**config.mk**
```make
export PLATFORM = sky130hd
export DESIGN_NAME = cdb_arbiter_flat
export DESIGN_NICKNAME = d
export VERILOG_FILES = /design/src/rtl/cdb_arbiter_pkg.sv /design/src/rtl/cdb_arbiter_if.sv /design/src/rtl/cdb_fifo.sv /design/src/rtl/cdb_arbiter.sv /design/src/flat_wrapper.sv
export SDC_FILE = /design/constraint.sdc
export NUM_CORES = 1
export LEC_CHECK = 0
export ABC_AREA = 1
export CORE_ASPECT_RATIO = 1.25
export CORE_MARGIN = 2
export CORE_UTILIZATION = 46
export DETAILED_ROUTE_END_ITERATION = 6
export MAX_ROUTING_LAYER = met4
export PLACE_DENSITY_LB_ADDON = 0.05
export SETUP_SLACK_MARGIN = 0.02
export SYNTH_ARGS = -nofsm -noshare
export SYNTH_HDL_FRONTEND = slang
export SYNTH_SLANG_ARGS = --single-unit
```
**constraint.sdc**
```tcl
create_clock -name CLK -period 4.3 [get_ports CLK]
set_input_delay 0.86 -clock CLK [delete_from_list [all_inputs] [get_ports CLK]]
set_output_delay 0.86 -clock CLK [all_outputs]
set_load 0.02 [all_outputs]
```
**src/rtl/cdb_arbiter_pkg.sv**
```systemverilog
// Shared CPU types for the common data bus: reservation-station tags and the
// tag/value broadcast record snooped by every consumer.
package cpu_types;

    typedef logic [4:0] RS_tag_type;

    // Tag value meaning "no result"; real RS tags start at 1.
    localparam RS_tag_type INVALID = 5'd0;

    typedef struct packed {
        RS_tag_type  tag;
        logic [31:0] data;
    } cdb_t;

    localparam int CDB_NUM_FU = 4;

endpackage

```
**src/rtl/cdb_arbiter_if.sv**
```systemverilog
// FU result ports and the CDB broadcast, bundled for the arbiter and its users.
interface cdb_arbiter_if #(
    parameter int NUM_FU = cpu_types::CDB_NUM_FU
);
    import cpu_types::*;

    logic                    FLUSH;
    logic [NUM_FU-1:0]       fu_valid;
    RS_tag_type [NUM_FU-1:0] fu_tag;
    logic [NUM_FU-1:0][31:0] fu_data;
    logic [NUM_FU-1:0]       fu_ready;
    cdb_t                    cdb_out;
    logic [NUM_FU-1:0]       cdb_grant;

    modport master (
        output FLUSH, fu_valid, fu_tag, fu_data,
        input  fu_ready, cdb_out, cdb_grant
    );

    modport slave (
        input  FLUSH, fu_valid, fu_tag, fu_data,
        output fu_ready, cdb_out, cdb_grant
    );

endinterface

```
**src/rtl/cdb_fifo.sv**
```systemverilog
// Per-FU result buffer: DEPTH-entry FIFO of CDB records with synchronous flush.
module cdb_fifo
    import cpu_types::*;
#(
    parameter int DEPTH = 2
) (
    input  logic CLK,
    input  logic RST_N,
    input  logic flush,
    input  logic push,
    input  logic pop,
    input  cdb_t din,
    output logic full,
    output logic empty,
    output cdb_t head
);

    localparam int PW = $clog2(DEPTH);
    localparam int CW = $clog2(DEPTH + 1);

    cdb_t          mem_q [DEPTH];
    logic [PW-1:0] wr_ptr_q, wr_ptr_d;
    logic [PW-1:0] rd_ptr_q, rd_ptr_d;
    logic [CW-1:0] count_q, count_d;
    logic          do_push, do_pop;

    assign full    = (count_q == CW'(DEPTH));
    assign empty   = (count_q == '0);
    assign do_push = push & ~full & ~flush;
    assign do_pop  = pop & ~empty & ~flush;
    assign head    = mem_q[rd_ptr_q];

    always_comb begin
        wr_ptr_d = wr_ptr_q;
        rd_ptr_d = rd_ptr_q;
        count_d  = count_q;
        if (flush) begin
            wr_ptr_d = '0;
            rd_ptr_d = '0;
            count_d  = '0;
        end else begin
            if (do_push) wr_ptr_d = wr_ptr_q + 1'b1;
            if (do_pop)  rd_ptr_d = rd_ptr_q + 1'b1;
            case ({do_push, do_pop})
                2'b10:   count_d = count_q + 1'b1;
                2'b01:   count_d = count_q - 1'b1;
                default: count_d = count_q;
            endcase
        end
    end

    always_ff @(posedge CLK or negedge RST_N) begin
        if (!RST_N) begin
            wr_ptr_q <= '0;
            rd_ptr_q <= '0;
            count_q  <= '0;
        end else begin
            wr_ptr_q <= wr_ptr_d;
            rd_ptr_q <= rd_ptr_d;
            count_q  <= count_d;
        end
    end

    // Storage needs no reset; occupancy is tracked by count_q alone.
    always_ff @(posedge CLK) begin
        if (do_push) mem_q[wr_ptr_q] <= din;
    end

endmodule

```
**src/rtl/cdb_arbiter.sv**
```systemverilog
// Buffers FU results and broadcasts one per cycle on the registered CDB,
// choosing among non-empty buffers round-robin.
module cdb_arbiter
    import cpu_types::*;
#(
    parameter int NUM_FU = CDB_NUM_FU,
    parameter int DEPTH  = 2
) (
    input  logic         CLK,
    input  logic         RST_N,
    cdb_arbiter_if.slave bus
);

    localparam int PTR_W = (NUM_FU > 1) ? $clog2(NUM_FU) : 1;

    logic [NUM_FU-1:0] push_w, pop_w, full_w, empty_w, req_w;
    cdb_t              head_w [NUM_FU];

    logic [PTR_W-1:0]  rr_ptr_q, rr_ptr_d;
    cdb_t              cdb_q, cdb_d;
    logic [NUM_FU-1:0] grant_q, grant_d;

    logic [NUM_FU-1:0] req_rot;
    logic [PTR_W-1:0]  rot_idx;
    logic [PTR_W-1:0]  winner;
    logic              found;

    function automatic logic [PTR_W-1:0] wrap_add(input logic [PTR_W-1:0] a, input int b);
        int s;
        s = int'(a) + b;
        if (s >= NUM_FU) s = s - NUM_FU;
        return PTR_W'(s);
    endfunction

    for (genvar gi = 0; gi < NUM_FU; gi++) begin : g_fu
        cdb_t din;

        assign din        = '{tag: bus.fu_tag[gi], data: bus.fu_data[gi]};
        // INVALID-tagged results complete the handshake but are dropped here.
        assign push_w[gi] = bus.fu_valid[gi] & ~full_w[gi] & (bus.fu_tag[gi] != INVALID);

        cdb_fifo #(.DEPTH(DEPTH)) u_fifo (
            .CLK   (CLK),
            .RST_N (RST_N),
            .flush (bus.FLUSH),
            .push  (push_w[gi]),
            .pop   (pop_w[gi]),
            .din   (din),
            .full  (full_w[gi]),
            .empty (empty_w[gi]),
            .head  (head_w[gi])
        );
    end

    assign req_w         = ~empty_w;
    assign bus.fu_ready  = ~full_w;
    assign bus.cdb_out   = cdb_q;
    assign bus.cdb_grant = grant_q;

    // Rotate so rr_ptr sits at bit 0, take the lowest request, rotate back.
    always_comb begin
        req_rot = '0;
        rot_idx = '0;
        found   = 1'b0;
        for (int k = 0; k < NUM_FU; k++) begin
            req_rot[k] = req_w[wrap_add(rr_ptr_q, k)];
        end
        for (int k = NUM_FU - 1; k >= 0; k--) begin
            if (req_rot[k]) begin
                found   = 1'b1;
                rot_idx = PTR_W'(k);
            end
        end
        winner = wrap_add(rr_ptr_q, int'(rot_idx));

        pop_w       = '0;
        grant_d     = '0;
        cdb_d       = cdb_q;
        cdb_d.tag   = INVALID;
        rr_ptr_d    = rr_ptr_q;
        if (bus.FLUSH) begin
            rr_ptr_d = '0;
        end else if (found) begin
            pop_w[winner]   = 1'b1;
            grant_d[winner] = 1'b1;
            cdb_d           = head_w[winner];
            rr_ptr_d        = wrap_add(winner, 1);
        end
    end

    always_ff @(posedge CLK or negedge RST_N) begin
        if (!RST_N) begin
            rr_ptr_q <= '0;
            cdb_q    <= '{tag: INVALID, data: 32'd0};
            grant_q  <= '0;
        end else begin
            rr_ptr_q <= rr_ptr_d;
            cdb_q    <= cdb_d;
            grant_q  <= grant_d;
        end
    end

endmodule
```
**src/flat_wrapper.sv**
```systemverilog
// flat-port wrapper written by rule: the top's interface ports become plain ports
module cdb_arbiter_flat import cpu_types::*;
#(
    parameter int NUM_FU = CDB_NUM_FU,
    parameter int DEPTH  = 2
)
  (CLK, RST_N, bus_FLUSH, bus_fu_valid, bus_fu_tag, bus_fu_data, bus_fu_ready, bus_cdb_out, bus_cdb_grant);
  cdb_arbiter_if #(.NUM_FU(NUM_FU)) bus_i ();
  input  logic CLK;
  input  logic RST_N;
  input wire logic [$bits(bus_i.FLUSH)-1:0] bus_FLUSH;
  input wire logic [$bits(bus_i.fu_valid)-1:0] bus_fu_valid;
  input wire logic [$bits(bus_i.fu_tag)-1:0] bus_fu_tag;
  input wire logic [$bits(bus_i.fu_data)-1:0] bus_fu_data;
  output wire logic [$bits(bus_i.fu_ready)-1:0] bus_fu_ready;
  output wire logic [$bits(bus_i.cdb_out)-1:0] bus_cdb_out;
  output wire logic [$bits(bus_i.cdb_grant)-1:0] bus_cdb_grant;
  assign bus_i.FLUSH = bus_FLUSH;
  assign bus_i.fu_valid = bus_fu_valid;
  assign bus_i.fu_tag = bus_fu_tag;
  assign bus_i.fu_data = bus_fu_data;
  assign bus_fu_ready = bus_i.fu_ready;
  assign bus_cdb_out = bus_i.cdb_out;
  assign bus_cdb_grant = bus_i.cdb_grant;
  cdb_arbiter #(.NUM_FU(NUM_FU), .DEPTH(DEPTH)) u_core (.CLK(CLK), .RST_N(RST_N), .bus(bus_i));
endmodule
```
== Word-level counts from Yosys, hierarchy flattened ==
Memory sizes are Yosys's and may differ from the RTL's.
Cells that the tools add are included.
Word-level totals
  bits in registers: 59
  bits of input ports: 155
  memories kept: 4
  RAM bits: 296
Memories
  u_core.g_fu[0].u_fifo.mem_q: words 2, bits a word 37, read ports 1, clocked after memory_dff 0, wr ports 1, RTL line cdb_fifo.sv:21  | cdb_t mem_q [DEPTH];
  u_core.g_fu[1].u_fifo.mem_q: words 2, bits a word 37, read ports 1, clocked after memory_dff 0, wr ports 1, RTL line cdb_fifo.sv:21
  u_core.g_fu[2].u_fifo.mem_q: words 2, bits a word 37, read ports 1, clocked after memory_dff 0, wr ports 1, RTL line cdb_fifo.sv:21
  u_core.g_fu[3].u_fifo.mem_q: words 2, bits a word 37, read ports 1, clocked after memory_dff 0, wr ports 1, RTL line cdb_fifo.sv:21
Cells by class
  reduce and logical (&&, ||, !) cells: 23
  equality and inequality tests: 12
  magnitude comparators: 13
  mux-type cells: 65
  add/subtract/negate cells: 27
  bitwise operators: 36
Operator list (count)
  $mux W37: 4
  $bmux W37 S2: 1
  $mux W1: 33
  $mux W2: 16
  $and A1 B1 Y1: 24
  $reduce_bool A5 Y1: 4
  $sub A2 B1 Y2 const B: 10
  $ge A3 B3 Y1 const B: 6
  $reduce_bool A2 Y1: 9
  $eq A2 B2 Y1 const B: 8
  $pmux W2 S2: 4
  $lt A2 B3 Y1 const B: 5
  $reduce_bool A3 Y1: 4
  $not A1 Y1: 9
  $add A1 B1 Y1 const B: 8
  $add A2 B1 Y2 const B: 4
  $bmux W1 S2: 4
  $eq A2 B1 Y1 const B: 4
  $logic_not A2 Y1: 4
  $mux W4: 2
  $not A4 Y4: 2
  $add A2 B1 Y3 const B: 2
  $add A2 B2 Y3 const B: 2
  $add A2 B2 Y3: 1
  other kinds (6): 6

== Logic depth before layout (Yosys ltp) ==
Gate-level depths: netlist of run 1.
  word-level depth: 23
  mapped depth: 19
  mapped depth without buffers: 18

== Cells and area by module ==
A second synthesis of run 1 with hierarchy kept.
Second synthesis, totals
  cells, all modules: 1367
  area, all modules: 15509.9 µm²
By module, submodules not included
  cdb_fifo: sequential area each 2322.2 µm², area each 2974.1 µm², cells each 236, instances 4
  cdb_arbiter: sequential area each 1076.0 µm², area each 3613.5 µm², cells each 423, instances 1

== Worst setup path after synthesis of run 1 ==
Ideal clock, no wire load.
  path type: input to register
  start point: input port bus_FLUSH
  end point: memory u_core.g_fu[3].u_fifo.mem_q[0][0] (netlist bit) (enable)
  arrival time: 3123 ps
  stages: 5
  path slack: 746 ps
  required time: 3869 ps
  path through: clkbuf_1 > inv_2 > buf_1 > nand2_1 > nor2_1
On the way
  cells in the longest elaborated chain, start to end: 4
RTL lines
  start, declared: RTL line flat_wrapper.sv:11  | input wire logic [$bits(bus_i.FLUSH)-1:0] bus_FLUSH;
  $not A1 Y1 (no line)
  $and A1 B1 Y1: RTL line cdb_fifo.sv:29  | assign do_push = push & ~full & ~flush;
  $mux W1: RTL line cdb_fifo.sv:66  | if (do_push) mem_q[wr_ptr_q] <= din;
  $mux W1 (not written as such): RTL line cdb_fifo.sv:66
  end, declared: RTL line cdb_fifo.sv:21
No other way between the ends.

==> results of run 1 <==
## how the worst max path moves through the flow
stage | slack (ns) | depth (start not counted) | endpoint
after detailed placement | 0.86 | 5 | u_core.g_fu[0].u_fifo.mem_q[1][28]
after CTS | 1.07 | 16 | u_core.bus.cdb_out[34]
after global routing | 0.81 | 16 | u_core.bus.cdb_out[34]
after global placement | 0.93 | 5 | u_core.g_fu[0].u_fifo.mem_q[1][28]
after floorplan | 0.75 | 5 | u_core.g_fu[3].u_fifo.mem_q[0][0]
final | 1.12 | 16 | u_core.bus.cdb_out[34]
## area by class of cell
class | instances | share of cell area (%)
Sequential cell | 355 | 57.4
Multi-Input combinational cell | 854 | 20.6
Timing Repair Buffer | 216 | 11.9
Clock buffer | 51 | 5.82
Tap cell | 407 | 2.82
Clock inverter | 19 | 0.804
Inverter | 32 | 0.665
## metrics by stage
stage	hold WS [ns]	total power [mW]	utilization (%)	instances	instance area, um^2
2_1_floorplan	0.458	8.03	-	1293	14400
3_3_place_gp	0.467	9.71	54.5	1864	16900
3_5_place_dp	0.475	9.77	54.5	1864	16900
4_1_cts	0.404	12.9	58.4	1934	18000
5_1_grt	0.423	13.6	58.4	1934	18000
6_report	0.385	12.8	58.4	1934	18000
## sequential cells by signal, indices dropped and copies added (netlist names)
name and cells:
u_core.g_fu.u_fifo.mem_q 296, u_core.g_fu.u_fifo.wr_ptr_q 4, u_core.bus.cdb_out 37, u_core.g_fu.u_fifo.count_q 8
u_core.rr_ptr_q 2, u_core.g_fu.u_fifo.rd_ptr_q 4, u_core.bus.cdb_grant 4
## layout by cell type (no fill, tap or decap), drive strengths merged, types with 2 or more instances in the layout
| cell type | instances |
|---|---|
| nand2 | 636 |
| edfxtp | 296 |
| clkdlybuf4s50 | 198 |
| nor2 | 81 |
| dfrtp | 59 |
| clkbuf | 51 |
| inv | 35 |
| nand4 | 34 |
| nand3 | 30 |
| a21oi | 20 |
| mux2i | 18 |
| buf | 18 |
| o21ai | 15 |
| clkinv | 11 |
| o22ai | 8 |
| nor3 | 6 |
| clkinvlp | 4 |
| o21a | 2 |
| xnor2 | 2 |
## critical path: stages (launching register included)
cell,delay [ns]
dfrtp_1,0.42
nor2_1,0.19
nand2_1,0.10
nand2_1,0.10
nand2_1,0.05
nand2_1,0.12
nand3_1,0.08
a21oi_1,0.13
ha_1,0.17
xor2_1,0.28
inv_1,0.12
nand3_4,0.14
nand2_8,0.10
nor2_8,0.49
o21ai_0,0.33
nand3_1,0.17
nor2_1,0.05
## cell families after synthesis
family	share of synthesized area (%)
muxes	1.25
and+or+nand+nor	22.2
buffers and inverters	2.57
AOI/OAI and AO/OA	1.67
xor gates and xnor gates	0.183
adders and majority gates	0.0870
DFF	72.1
## power by group
group / internal, mW / total [mW] / leakage, nW / switching, mW
clock: 1.79 / 3.13 / 0.575 / 1.34
combinational: 1.62 / 5.07 / 3.13 / 3.45
sequential: 4.23 / 4.56 / 3.46 / 0.324
total: 7.65 / 12.8 / 7.16 / 5.11
## layer usage
metal	share of wire (%)	GRT usage, %	vias up
li1	-	-	4744
met1	39	29.2	4832
met2	52	42.2	293
met3	4.7	3.71	64
met4	3.9	9.67	0
met5	0	-	-
==> tab_implementation.tex, run 1 <==
\begin{tabular}{lr}
\hline
Metric & Value \\
\hline
\multicolumn{2}{l}{\textbf{Cells and area}} \\
Post-layout nets & between 1,500 and 2,000 \\
Syn-to-layout area delta & 25.5\% \\
Fill cell count & about 2,600 \\
Share of layout cells above drive strength 1 & under 10\% \\
Seq. cell area & 0.0104 mm\^{}2 \\
Area occupied by multi-input gates & 0.00372 mm\^{}2 \\
Total inserted antenna cells & 0 \\
\multicolumn{2}{l}{\textbf{Yosys}} \\
Leading post-synthesis cells by instance count & 629 x nand2\_1, 296 x edfxtp\_1, 75 x nor2\_1, 59 x dfrtp\_1, 34 x nand4\_1 \\
Number of warnings issued by yosys & 0 \\
Avg Cell Area, Syn & 11.1 um\^{}2 \\
Count of unique library cells instantiated by Yosys & 30 \\
Synth top area cells & edfxtp\_1 62\%, nand2\_1 16\%, dfrtp\_1 10\% \\
Async set or reset register ratio after synthesis & 16.6\% \\
Synthesized flop and latch total & 355 \\
Ys flop type & edfxtp\_1 \\
Top-area cell type share of the netlist area & slightly above 60\% \\
Most frequent cell after synthesis & nand2\_1 \\
Net Count, Synth & 1,449 \\
Sequential area share after synthesis & between 70\% and 80\% \\
Number of enable flip-flop cells after synthesis & 296 \\
Post-synthesis cell type with the largest combined area & edfxtp\_1 \\
Post-synthesis instance area & 0.0144 mm\^{}2 \\
Post-synthesis instance total & around 1,300 \\
\multicolumn{2}{l}{\textbf{Route}} \\
Number of vias in the routed layout & 9,933 \\
Per-cell via count in the routed design & 5.14 \\
Number of DRC markers after the initial detailed-route iteration & 714 \\
Post-DR wirelength/cell & 19.9 um \\
First-pass iteration count of the detailed router & 5 \\
Number of remaining DRC errors & 0 \\
Final antenna-violating net count & 0 \\
Total detailed-routing wirelength & approximately 39,000 um \\
\multicolumn{2}{l}{\textbf{Global routing}} \\
Maximum number of pins on one net before global-route repair & 41 \\
Antenna violations before repair & 0 \\
Overall global routing resource usage & 24.6\% \\
Wire length of the first global-routing pass & 57,600 um \\
Global-route congestion overflow total & 0 \\
Via count of the first global-routing pass & 9,857 \\
\multicolumn{2}{l}{\textbf{CTS}} \\
CTS tree & done \\
TritonCTS buffer count & 38 \\
Clk slew on worst S/H paths & 0.06 ns \\
Post-cts sizing count & 0 \\
Clk\_lat worst skew & 0.54 ns \\
Number of buffers on the longest clock path & 3 \\
Count of hold-fix buffers inserted at cts & 0 \\
Cell at the root of the clock tree & clkbuf\_16 \\
CTS H-Tree Depth & 2 \\
\# Post-CTS Setup Buffers & 0 \\
Num Clock Sinks & roughly 360 \\
\multicolumn{2}{l}{\textbf{Timing}} \\
Worst clock skew & around 0.014 ns \\
Final-layout setup total negative slack & 0 ns \\
Setup Viol. Count Final & 0 \\
Highest Clock Rate & between 300 and 400 MHz \\
Relative slew slack & 38.0\% \\
Setup repair after global routing missed its margin & false \\
Fin. max-slew vios & 0 \\
Worst Setup Slack, final & $\sim$1.1 ns \\
Pin slew with the least headroom to its limit & 0.930 ns \\
Min cycle time layout & 3.18 ns \\
Fin crit share & between 70\% and 80\% \\
Total count of hold-check failures in the final report & 0 \\
\multicolumn{2}{l}{\textbf{Placement}} \\
Input/output buffers & 199 \\
HPWL after DPL & 26,300 um \\
Post-place setup slack & 0.864 ns \\
GPL Wtd Cong & 0.887 \\
\multicolumn{2}{l}{\textbf{Setup path}} \\
Worst endpoint required time & 4.71 ns \\
Worst reg2reg path endpoint & u\_core.bus.cdb\_out[34] \\
Critical register-to-register path startpoint & u\_core.g\_fu[1].u\_fifo.count\_q[0] \\
Worst setup path start & u\_core.g\_fu[1].u\_fifo.count\_q[0] \\
Type of element capturing the critical path & register \\
Slack of the worst reg-to-reg path & between 1 and 1.5 ns \\
Critical path fanouts, max & 37 \\
Arr. time, crit path & 3.59 ns \\
Crit Path Class & reg2reg \\
Startpoint kind of the worst setup timing path & register \\
R2r worst-path depth & 16 \\
\multicolumn{2}{l}{\textbf{Die}} \\
Area of the placeable core & 0.0309 mm\^{}2 \\
Number of core rows & 72 \\
Die Y-Extent & 202 um \\
DIE AREA & 0.0327 mm\^{}2 \\
I/O pin count & 200 \\
Width of the die & 162 um \\
Starting utilization of the core area & 46.6\% \\
\multicolumn{2}{l}{\textbf{Status}} \\
Run status & finished clean \\
\multicolumn{2}{l}{\textbf{Flow run}} \\
Max-cap violations & 0 \\
\multicolumn{2}{l}{\textbf{Power}} \\
Worst vdd ir & 0.757 mV \\
Leak pwr & 7.16 nW \\
Cell Pwr Density & 707 mW/mm\^{}2 \\
\multicolumn{2}{l}{\textbf{Hold path}} \\
Worst min-delay path class & in2async \\
\hline
\end{tabular}
(Power assumes the default switching activity.)
==> inputs of run 2 (changes only) <==
Clock period 4.3 ns to 2.7 ns, I/O delays scaled along.
==> run 2 against run 1 <==
  * Worst hold slack got worse by 0.36 ns
  * Wire length increased by 0.22%
  * Cell area increased by 3.5%
  * First-iteration DRC count decreased by 2.1%
  * Largest power group unchanged
==> tab_implementation.tex, run 2 (synthesized netlist as in run 1, its figures left out) <==
\begin{tabular}{lr}
\hline
Metric & Value \\
\hline
\multicolumn{2}{l}{\textbf{Power}} \\
Net switching power figure & 8.72 mW (+70\%) \\
Clock group share of total power & 22.2\% (-2.3 points) \\
Internal power of the cells & 13.5 mW (+77\%) \\
Leak pwr & 7.46 nW (+4.2\%) \\
Design Power & 22.2 mW (+74\%) \\
Part of the power in combinational logic & 45.6\% (+5.9 points) \\
Net switching fraction of the power & 39.2\% (-0.86 points) \\
Cell Pwr Density & 1190 mW/mm\^{}2 (+68\%) \\
Worst vdd ir & 0.693 mV (-8.5\%) \\
Sequential fraction of design power & 32.2\% (-3.5 points) \\
\multicolumn{2}{l}{\textbf{Cells and area}} \\
Flip-flop count of the largest register after layout & 296 (unchanged) \\
Top register by number of flip-flops & u\_core.g\_fu.u\_fifo.mem\_q \\
Final non-filler cell total & 1,976 (+2.2\%) \\
Share of layout cells above drive strength 1 & 11.7\% (+4.5 points) \\
Top library cells by usage in the layout, fill and taps aside & 619 x nand2\_1, 296 x edfxtp\_1, 198 x clkdlybuf4s50\_1 \\
Syn-to-layout area delta & 29.9\% \\
Most common library cell in the layout ignoring fill and taps & nand2\_1 \\
Post-layout nets & 1,697 (+2.7\%) \\
\multicolumn{2}{l}{\textbf{Route}} \\
Final antenna-violating net count & 0 (unchanged) \\
Per-cell via count in the routed design & 5.10 (-0.72\%) \\
Number of DRC markers after the initial detailed-route iteration & 699 (-2.1\%) \\
Number of remaining DRC errors & 0 (unchanged) \\
First-pass iteration count of the detailed router & 4 (-1) \\
Post-DR wirelength/cell & 19.6 um (-1.9\%) \\
Number of vias in the routed layout & 10,100 (+1.4\%) \\
Total detailed-routing wirelength & 38,600 um (+0.22\%) \\
\multicolumn{2}{l}{\textbf{Global routing}} \\
Via count of the first global-routing pass & 9,664 (-2.0\%) \\
Maximum number of pins on one net before global-route repair & 40 (-2.4\%) \\
Wire length of the first global-routing pass & 57,800 um (+0.36\%) \\
Overall global routing resource usage & 24.3\% (-0.28 points) \\
Global-route congestion overflow total & 0 (unchanged) \\
Antenna violations before repair & 1 (+1) \\
\multicolumn{2}{l}{\textbf{Setup path}} \\
Chain of cells forming the critical path & nor2\_2 -> nand2\_1 -> nand2\_1 -> nand2\_1 -> nand2\_2 -> nand3\_2 -> a21oi\_2 -> ha\_2 -> xor2\_2 -> buf\_4 -> nand2\_4 -> nand2\_8 -> buf\_4 -> nand4\_1 -> nand2\_2 -> nand3\_1 -> nand2\_1 -> nand2\_1 \\
Crit Path Class & reg2reg \\
Critical path fanouts, max & 5 (-86\%) \\
Cell at the slowest stage of the critical path & dfrtp\_1 \\
Buf+Inv Stages, Crit Path & 2 (+1) \\
Type of element capturing the critical path & register \\
Startpoint kind of the worst setup timing path & register \\
Gate family responsible for the most delay along the worst path & simple AND/OR/NAND/NOR gates \\
Top cell by count, worst path & nand2\_1 \\
Slack of the worst reg-to-reg path & 0.13 ns (-0.99 ns) \\
Delay of the slowest cell on the worst path & 0.39 ns (-0.10 ns) \\
Worst endpoint required time & 3.10 ns (-1.61 ns) \\
Arr. time, crit path & 2.97 ns (-0.62 ns) \\
\multicolumn{2}{l}{\textbf{Die}} \\
Area of the placeable core & 0.0309 mm\^{}2 (unchanged) \\
Width of the die & 162 um (unchanged) \\
I/O pin count & 200 (unchanged) \\
Starting utilization of the core area & 46.6\% (unchanged) \\
Die Y-Extent & 202 um (unchanged) \\
DIE AREA & 0.0327 mm\^{}2 (unchanged) \\
Number of core rows & 72 (unchanged) \\
\multicolumn{2}{l}{\textbf{Timing}} \\
Setup Viol. Count Final & 0 (unchanged) \\
Worst clock skew & 0.0136 ns (+0.0000238 ns) \\
Min cycle time layout & 2.57 ns (-0.613 ns) \\
Relative slew slack & 44.1\% (+6.2 points) \\
Final-layout setup total negative slack & 0 ns (unchanged) \\
Total count of hold-check failures in the final report & 0 (unchanged) \\
Setup repair after global routing missed its margin & true \\
Highest Clock Rate & 390 MHz (+24\%) \\
Pin slew with the least headroom to its limit & 0.837 ns (-0.0935 ns) \\
Worst Setup Slack, final & 0.134 ns (-0.987 ns) \\
Fin crit share & 95.1\% (+21 points) \\
Fin. max-slew vios & 0 (unchanged) \\
\multicolumn{2}{l}{\textbf{Placement}} \\
Input/output buffers & 199 (unchanged) \\
GPL Wtd Cong & 0.905 (+2.0\%) \\
Cell Count Post-Placement & 1,899 (+1.9\%) \\
Post-place setup slack & -0.139 ns (-1.00 ns) \\
HPWL after DPL & 26,000 um (-1.3\%) \\
\multicolumn{2}{l}{\textbf{CTS}} \\
Clk slew on worst S/H paths & 0.06 ns (about the same) \\
CTS tree & done \\
Num Clock Sinks & 355 (unchanged) \\
Cell at the root of the clock tree & clkbuf\_16 \\
Clk\_lat worst skew & 0.52 ns (-0.02 ns) \\
Number of buffers on the longest clock path & 3 (unchanged) \\
TritonCTS buffer count & 37 (-2.6\%) \\
CTS H-Tree Depth & 2 (unchanged) \\
\multicolumn{2}{l}{\textbf{Flow run}} \\
Max-cap violations & 0 (unchanged) \\
\multicolumn{2}{l}{\textbf{Status}} \\
Run status & finished clean \\
\multicolumn{2}{l}{\textbf{Hold path}} \\
Worst min-delay path class & in2async \\
\hline
\end{tabular}
[run 2: cell types whose count changed in the layout (fill, tap and decap cells not counted), sizes merged]
cell | before | now
clkbuf | 51 | 52
clkinv | 11 | 12
bufinv | 1 | 2
clkinvlp | 4 | 0
diode | 0 | 1
buf | 18 | 62
inv | 35 | 33
[run 2: worst reg2reg max path, cell delays in order (launching register included)]
cell     delay [ns]
dfrtp_1        0.39
nor2_2         0.15
nand2_1        0.09
nand2_1        0.09
nand2_1        0.07
nand2_2        0.09
nand3_2        0.07
a21oi_2        0.12
ha_2           0.20
xor2_2         0.18
buf_4          0.15
nand2_4        0.07
nand2_8        0.10
buf_4          0.16
nand4_1        0.13
nand2_2        0.16
nand3_1        0.10
nand2_1        0.08
nand2_1        0.05
[run 2: power by group through the flow]
stage          Sequential [mW]  Clock (mW)  Combinational (mW)
2_1_floorplan             7.44           0                5.34
3_3_place_gp              7.22           0                9.38
3_5_place_dp              7.23           0                9.47
4_1_cts                   7.14        5.03                9.56
5_1_grt                   7.20        5.26                11.1
6_report                  7.15        4.94                10.2
[run 2: area by class of cell]
type	count	area [um^2]
inverter	32	133
fill	2520	12200
tap	407	509
multi-input combinational	854	3860
antenna	1	2.50
timing repair buffer	261	2640
clock inverter	15	123
sequential	355	10400
clock buffer	51	1050
[run 2: path summary, 6_finish.rpt]
| path | start | endpoint | cells past startpoint |
|---|---|---|---|
| worst min register to register | u_core.bus.cdb_out[8] | u_core.bus.cdb_out[8] | 2 |
| worst min-delay path | RST_N | u_core.bus.cdb_out[32] | 1 |
| worst max-delay path | u_core.g_fu[1].u_fifo.count_q[0] | u_core.g_fu[3].u_fifo.count_q[0] | 18 |
| worst max register to register | u_core.g_fu[1].u_fifo.count_q[0] | u_core.g_fu[3].u_fifo.count_q[0] | 18 |
| max in group asynchronous | RST_N | u_core.bus.cdb_out[27] | 2 |
| min in group CLK | u_core.bus.cdb_out[8] | u_core.bus.cdb_out[8] | 2 |
[run 2: routing by layer]
layer,track usage (%),part of all wire [%],vias up
met5,-,0,-
met4,7.05,2.6,0
met3,3.44,6.7,61
met2,36.4,46,363
met1,35.0,44,4823
li1,-,-,4829
[run 2: timing repair]
| item | in CTS | in global routing |
|---|---|---|
| buffers inserted | 0 | 10 |
| resized for setup | 7 | 49 |
| setup endpoints to repair | 40 | 48 |
| hold buffers | 0 | 0 |
| pin swaps | 0 | 17 |
| gates cloned | 0 | 1 |
[run 2: metrics by stage]
step | hold WS (ns) | area, um^2 | utilization, %
2_1_floorplan | 0.244 | 14400 | -
3_3_place_gp | 0.466 | 17300 | 55.8
3_5_place_dp | 0.467 | 17300 | 55.8
4_1_cts | 0.0207 | 18400 | 59.7
5_1_grt | 0.0430 | 18700 | 60.5
6_report | 0.0250 | 18700 | 60.5
==> inputs of run 3 (changes only) <==
Settings changed: ABC_AREA 1 to unset, SLEW_MARGIN set to 20.
Clock period 2.7 ns to 2.1 ns, I/O delays scaled along.
==> run 3 against run 2 <==
  * The flow now finishes with violations (negative setup slack)
  * Sequential share of layout area shrank 3.6 points
  * Worst hold slack gained 0.34 ns
  * Clock-buffer cell count shrank 6
  * First-iteration DRC count shrank 17%
  * Critical path type unchanged
  * Highest routed layer unchanged
==> tab_implementation.tex, run 3 <==
\begin{tabular}{lr}
\hline
Metric & Value \\
\hline
\multicolumn{2}{l}{\textbf{Yosys}} \\
Count of unique library cells instantiated by Yosys & 61 (+100\%) \\
Synth top area cells & edfxtp\_1 63\%, mux2i\_1 11\%, dfrtp\_1 10\% \\
Number of warnings issued by yosys & 0 (unchanged) \\
Avg Cell Area, Syn & 17.0 um\^{}2 (+53\%) \\
Area fraction in and, or, nand and nor cells after synthesis & 4.78\% (-17 points) \\
Most frequent cell after synthesis & edfxtp\_1 \\
Number of enable flip-flop cells after synthesis & 296 (unchanged) \\
Post-synthesis instance area & 0.0142 mm\^{}2 (-1.3\%) \\
Leading post-synthesis cells by instance count & 296 x edfxtp\_1, 151 x mux2i\_1, 59 x dfrtp\_1, 36 x clkbuf\_1, 34 x a211oi\_1 \\
Synthesized flop and latch total & 355 (unchanged) \\
Sequential area share after synthesis & 73.0\% (+0.94 points) \\
Post-synthesis cell type with the largest combined area & edfxtp\_1 \\
Compound-cell area share of the yosys netlist & 8.18\% (+6.5 points) \\
Post-synthesis xor/xnor area fraction & 0.493\% (+0.31 points) \\
Share of cell area taken by muxes after synthesis & 11.4\% (+10 points) \\
Main combinational cell family by area after synthesis & multiplexers \\
Ys flop type & edfxtp\_1 \\
Top-area cell type share of the netlist area & 62.6\% (+0.81 points) \\
Post-synthesis instance total & 833 (-36\%) \\
Net Count, Synth & 989 (-32\%) \\
Synth Area in Adders & 0.0881\% (+0.0011 points) \\
Async set or reset register ratio after synthesis & 16.6\% (unchanged) \\
\multicolumn{2}{l}{\textbf{Flow run}} \\
Max-cap violations & 0 (unchanged) \\
\multicolumn{2}{l}{\textbf{CTS}} \\
Number of buffers on the longest clock path & 3 (unchanged) \\
Clk\_lat worst skew & 0.50 ns (-0.02 ns) \\
Num Clock Sinks & 355 (unchanged) \\
TritonCTS buffer count & 36 (-2.7\%) \\
Clk slew on worst S/H paths & 0.06 ns (about the same) \\
Cell at the root of the clock tree & clkbuf\_16 \\
CTS H-Tree Depth & 2 (unchanged) \\
CTS tree & done \\
\multicolumn{2}{l}{\textbf{Route}} \\
Number of DRC markers after the initial detailed-route iteration & 577 (-17\%) \\
Final antenna-violating net count & 0 (unchanged) \\
Post-DR wirelength/cell & 23.8 um (+21\%) \\
Number of vias in the routed layout & 8,882 (-12\%) \\
Per-cell via count in the routed design & 5.54 (+8.6\%) \\
Number of remaining DRC errors & 0 (unchanged) \\
Total detailed-routing wirelength & 38,100 um (-1.4\%) \\
First-pass iteration count of the detailed router & 5 (+1) \\
\multicolumn{2}{l}{\textbf{Die}} \\
Area of the placeable core & 0.0302 mm\^{}2 (-2.3\%) \\
Number of core rows & 71 (-1.4\%) \\
DIE AREA & 0.0323 mm\^{}2 (-1.3\%) \\
I/O pin count & 200 (unchanged) \\
Width of the die & 161 um (-0.63\%) \\
Starting utilization of the core area & 47.0\% (+0.46 points) \\
Die Y-Extent & 200 um (-0.63\%) \\
\multicolumn{2}{l}{\textbf{Global routing}} \\
Antenna violations before repair & 0 (-1) \\
Wire length of the first global-routing pass & 56,900 um (-1.5\%) \\
Via count of the first global-routing pass & 9,341 (-3.3\%) \\
Overall global routing resource usage & 24.3\% (about the same) \\
Global-route congestion overflow total & 0 (unchanged) \\
Maximum number of pins on one net before global-route repair & 33 (-18\%) \\
\multicolumn{2}{l}{\textbf{Power}} \\
Leak pwr & 6.93 nW (-7.1\%) \\
Cell Pwr Density & 1610 mW/mm\^{}2 (+35\%) \\
Design Power & 32.2 mW (+45\%) \\
Worst vdd ir & 1.17 mV (+69\%) \\
\multicolumn{2}{l}{\textbf{Timing}} \\
Fin crit share & 137\% (+42 points) \\
Fin. max-slew vios & 0 (unchanged) \\
Pin slew with the least headroom to its limit & 0.717 ns (-0.120 ns) \\
Highest Clock Rate & 348 MHz (-11\%) \\
Smallest hold slack & 0.363 ns (+0.338 ns) \\
Min cycle time layout & 2.87 ns (+0.307 ns) \\
Setup Viol. Count Final & 54 (+54) \\
Setup repair after global routing missed its margin & true \\
Worst Setup Slack, final & -0.773 ns (-0.907 ns) \\
Relative slew slack & 51.8\% (+7.7 points) \\
Worst clock skew & 0.0160 ns (+0.00239 ns) \\
Total count of hold-check failures in the final report & 0 (unchanged) \\
\multicolumn{2}{l}{\textbf{Cells and area}} \\
Fill cell count & 2,148 (-15\%) \\
Post-layout nets & 1,333 (-21\%) \\
Flip-flop count of the largest register after layout & 296 (unchanged) \\
Share of layout cells above drive strength 1 & 26.5\% (+15 points) \\
Top register by number of flip-flops & u\_core.g\_fu.u\_fifo.mem\_q \\
Top library cells by usage in the layout, fill and taps aside & 296 x edfxtp\_1, 194 x clkdlybuf4s50\_1, 139 x mux2i\_1 \\
Util after Layout & 66.2\% (+5.8 points) \\
Final non-filler cell area & 0.0200 mm\^{}2 (+7.1\%) \\
Syn-to-layout area delta & 40.9\% \\
Most common library cell in the layout ignoring fill and taps & edfxtp\_1 \\
\multicolumn{2}{l}{\textbf{Setup path}} \\
Gate family responsible for the most delay along the worst path & compound AO/OA/AOI/OAI gates \\
Slack of the worst reg-to-reg path & -0.77 ns (-0.91 ns) \\
Arr. time, crit path & 3.25 ns (+0.28 ns) \\
R2r worst-path depth & 13 (-5) \\
Cell at the slowest stage of the critical path & dfrtp\_1 \\
Type of element capturing the critical path & register \\
Crit Path Class & reg2reg \\
Chain of cells forming the critical path & or2\_4 -> nand3\_2 -> o31ai\_1 -> o21ai\_1 -> o211ai\_1 -> ha\_4 -> buf\_12 -> xnor2\_4 -> o21ai\_4 -> buf\_4 -> a221oi\_2 -> a211oi\_2 -> a221o\_1 \\
Worst endpoint required time & 2.47 ns (-0.63 ns) \\
Critical register-to-register path startpoint & u\_core.g\_fu[2].u\_fifo.count\_q[1] \\
Startpoint kind of the worst setup timing path & register \\
Buf+Inv Stages, Crit Path & 2 (unchanged) \\
Worst reg2reg path endpoint & u\_core.bus.cdb\_out[22] \\
Critical path fanouts, max & 7 (+2) \\
Delay of the slowest cell on the worst path & 0.39 ns (about the same) \\
\multicolumn{2}{l}{\textbf{Hold path}} \\
Worst min-delay path class & in2async \\
\multicolumn{2}{l}{\textbf{Placement}} \\
Post-place setup slack & -0.853 ns (-0.714 ns) \\
Area of placed instances & 0.0181 mm\^{}2 (+5.0\%) \\
GPL Wtd Cong & 0.907 (+0.24\%) \\
Input/output buffers & 199 (unchanged) \\
HPWL after DPL & 27,200 um (+4.7\%) \\
\multicolumn{2}{l}{\textbf{Status}} \\
Violations in the final reports & negative setup slack \\
Run status & finished with violations \\
\hline
\end{tabular}
==> run 3: report_power, final <==
group          switching [mW]  internal, mW  leakage (nW)
sequential              0.615          8.71          3.46
clock                    2.52          3.37         0.525
combinational            8.49          8.49          2.95
==> run 3: cell families after synthesis <==
family,count (synthesis)
DFF,355
adders and majority gates,1
buffers and inverters,60
and+or+nand+nor,117
AOI/OAI and AO/OA,136
muxes,156
xor gates and xnor gates,8
==> run 3: cell type report <==
| cell class | count | area [um^2] | area share (%) |
|---|---|---|---|
| multi-input cells | 418 | 4250 | 21.2 |
| diodes | 1 | 2.50 | 0.0125 |
| clock inverters | 18 | 105 | 0.525 |
| flip-flops and latches | 355 | 10400 | 51.8 |
| inverters | 7 | 38.8 | 0.194 |
| well taps | 401 | 502 | 2.51 |
| clock buffers | 45 | 966 | 4.83 |
| repair buffers | 359 | 3770 | 18.8 |
==> run 3: routing by layer <==
layer,wire [um],vias up,track usage [%]
li1,-,4060,-
met2,20600,286,44.0
met4,877,0,5.93
met5,0,-,-
met1,14700,4485,28.2
met3,1930,51,3.97
==> run 3: how the worst max path moves through the flow <==
stage                                           startpoint                      to  slack [ns]  cells after the start
after floorplan           u_core.g_fu[2].u_fifo.count_q[1]  u_core.bus.cdb_out[14]       -0.57                     13
after global placement    u_core.g_fu[2].u_fifo.count_q[1]  u_core.bus.cdb_out[30]       -0.80                     11
after detailed placement  u_core.g_fu[2].u_fifo.count_q[1]  u_core.bus.cdb_out[24]       -0.85                     11
after CTS                 u_core.g_fu[2].u_fifo.count_q[1]  u_core.bus.cdb_out[22]       -0.70                     11
after global routing      u_core.g_fu[0].u_fifo.count_q[1]   u_core.bus.cdb_out[1]       -0.98                     14
final                     u_core.g_fu[2].u_fifo.count_q[1]  u_core.bus.cdb_out[22]       -0.77                     13
==> run 3: timing repair <==
item / 4_1_cts / 5_1_grt
endpoints found under the setup margin: 58 / 55
buffers inserted: 11 / 4
hold endpoints to repair: 12 / 0
gates resized for setup: 97 / 14
hold buffers: 1 / 0
cloned: 3 / 0
pin swaps: 27 / 5
==> run 3: stage by stage <==
stage / instances / TNS, ns
2_1_floorplan: 833 / -86.23
3_3_place_gp: 1521 / -93.51
3_5_place_dp: 1521 / -98.27
4_1_cts: 1599 / -32.48
5_1_grt: 1603 / -47.53
6_report: 1604 / -36.54
==> run 3: worst register-to-register path: cells and delay by family (launching register included) <==
kind	cells	cell delay, ns
buf+inv	2	0.37
simple gates	2	0.35
fa+ha+maj	1	0.22
flops	1	0.39
compound gates	7	1.17
xor+xnor	1	0.24
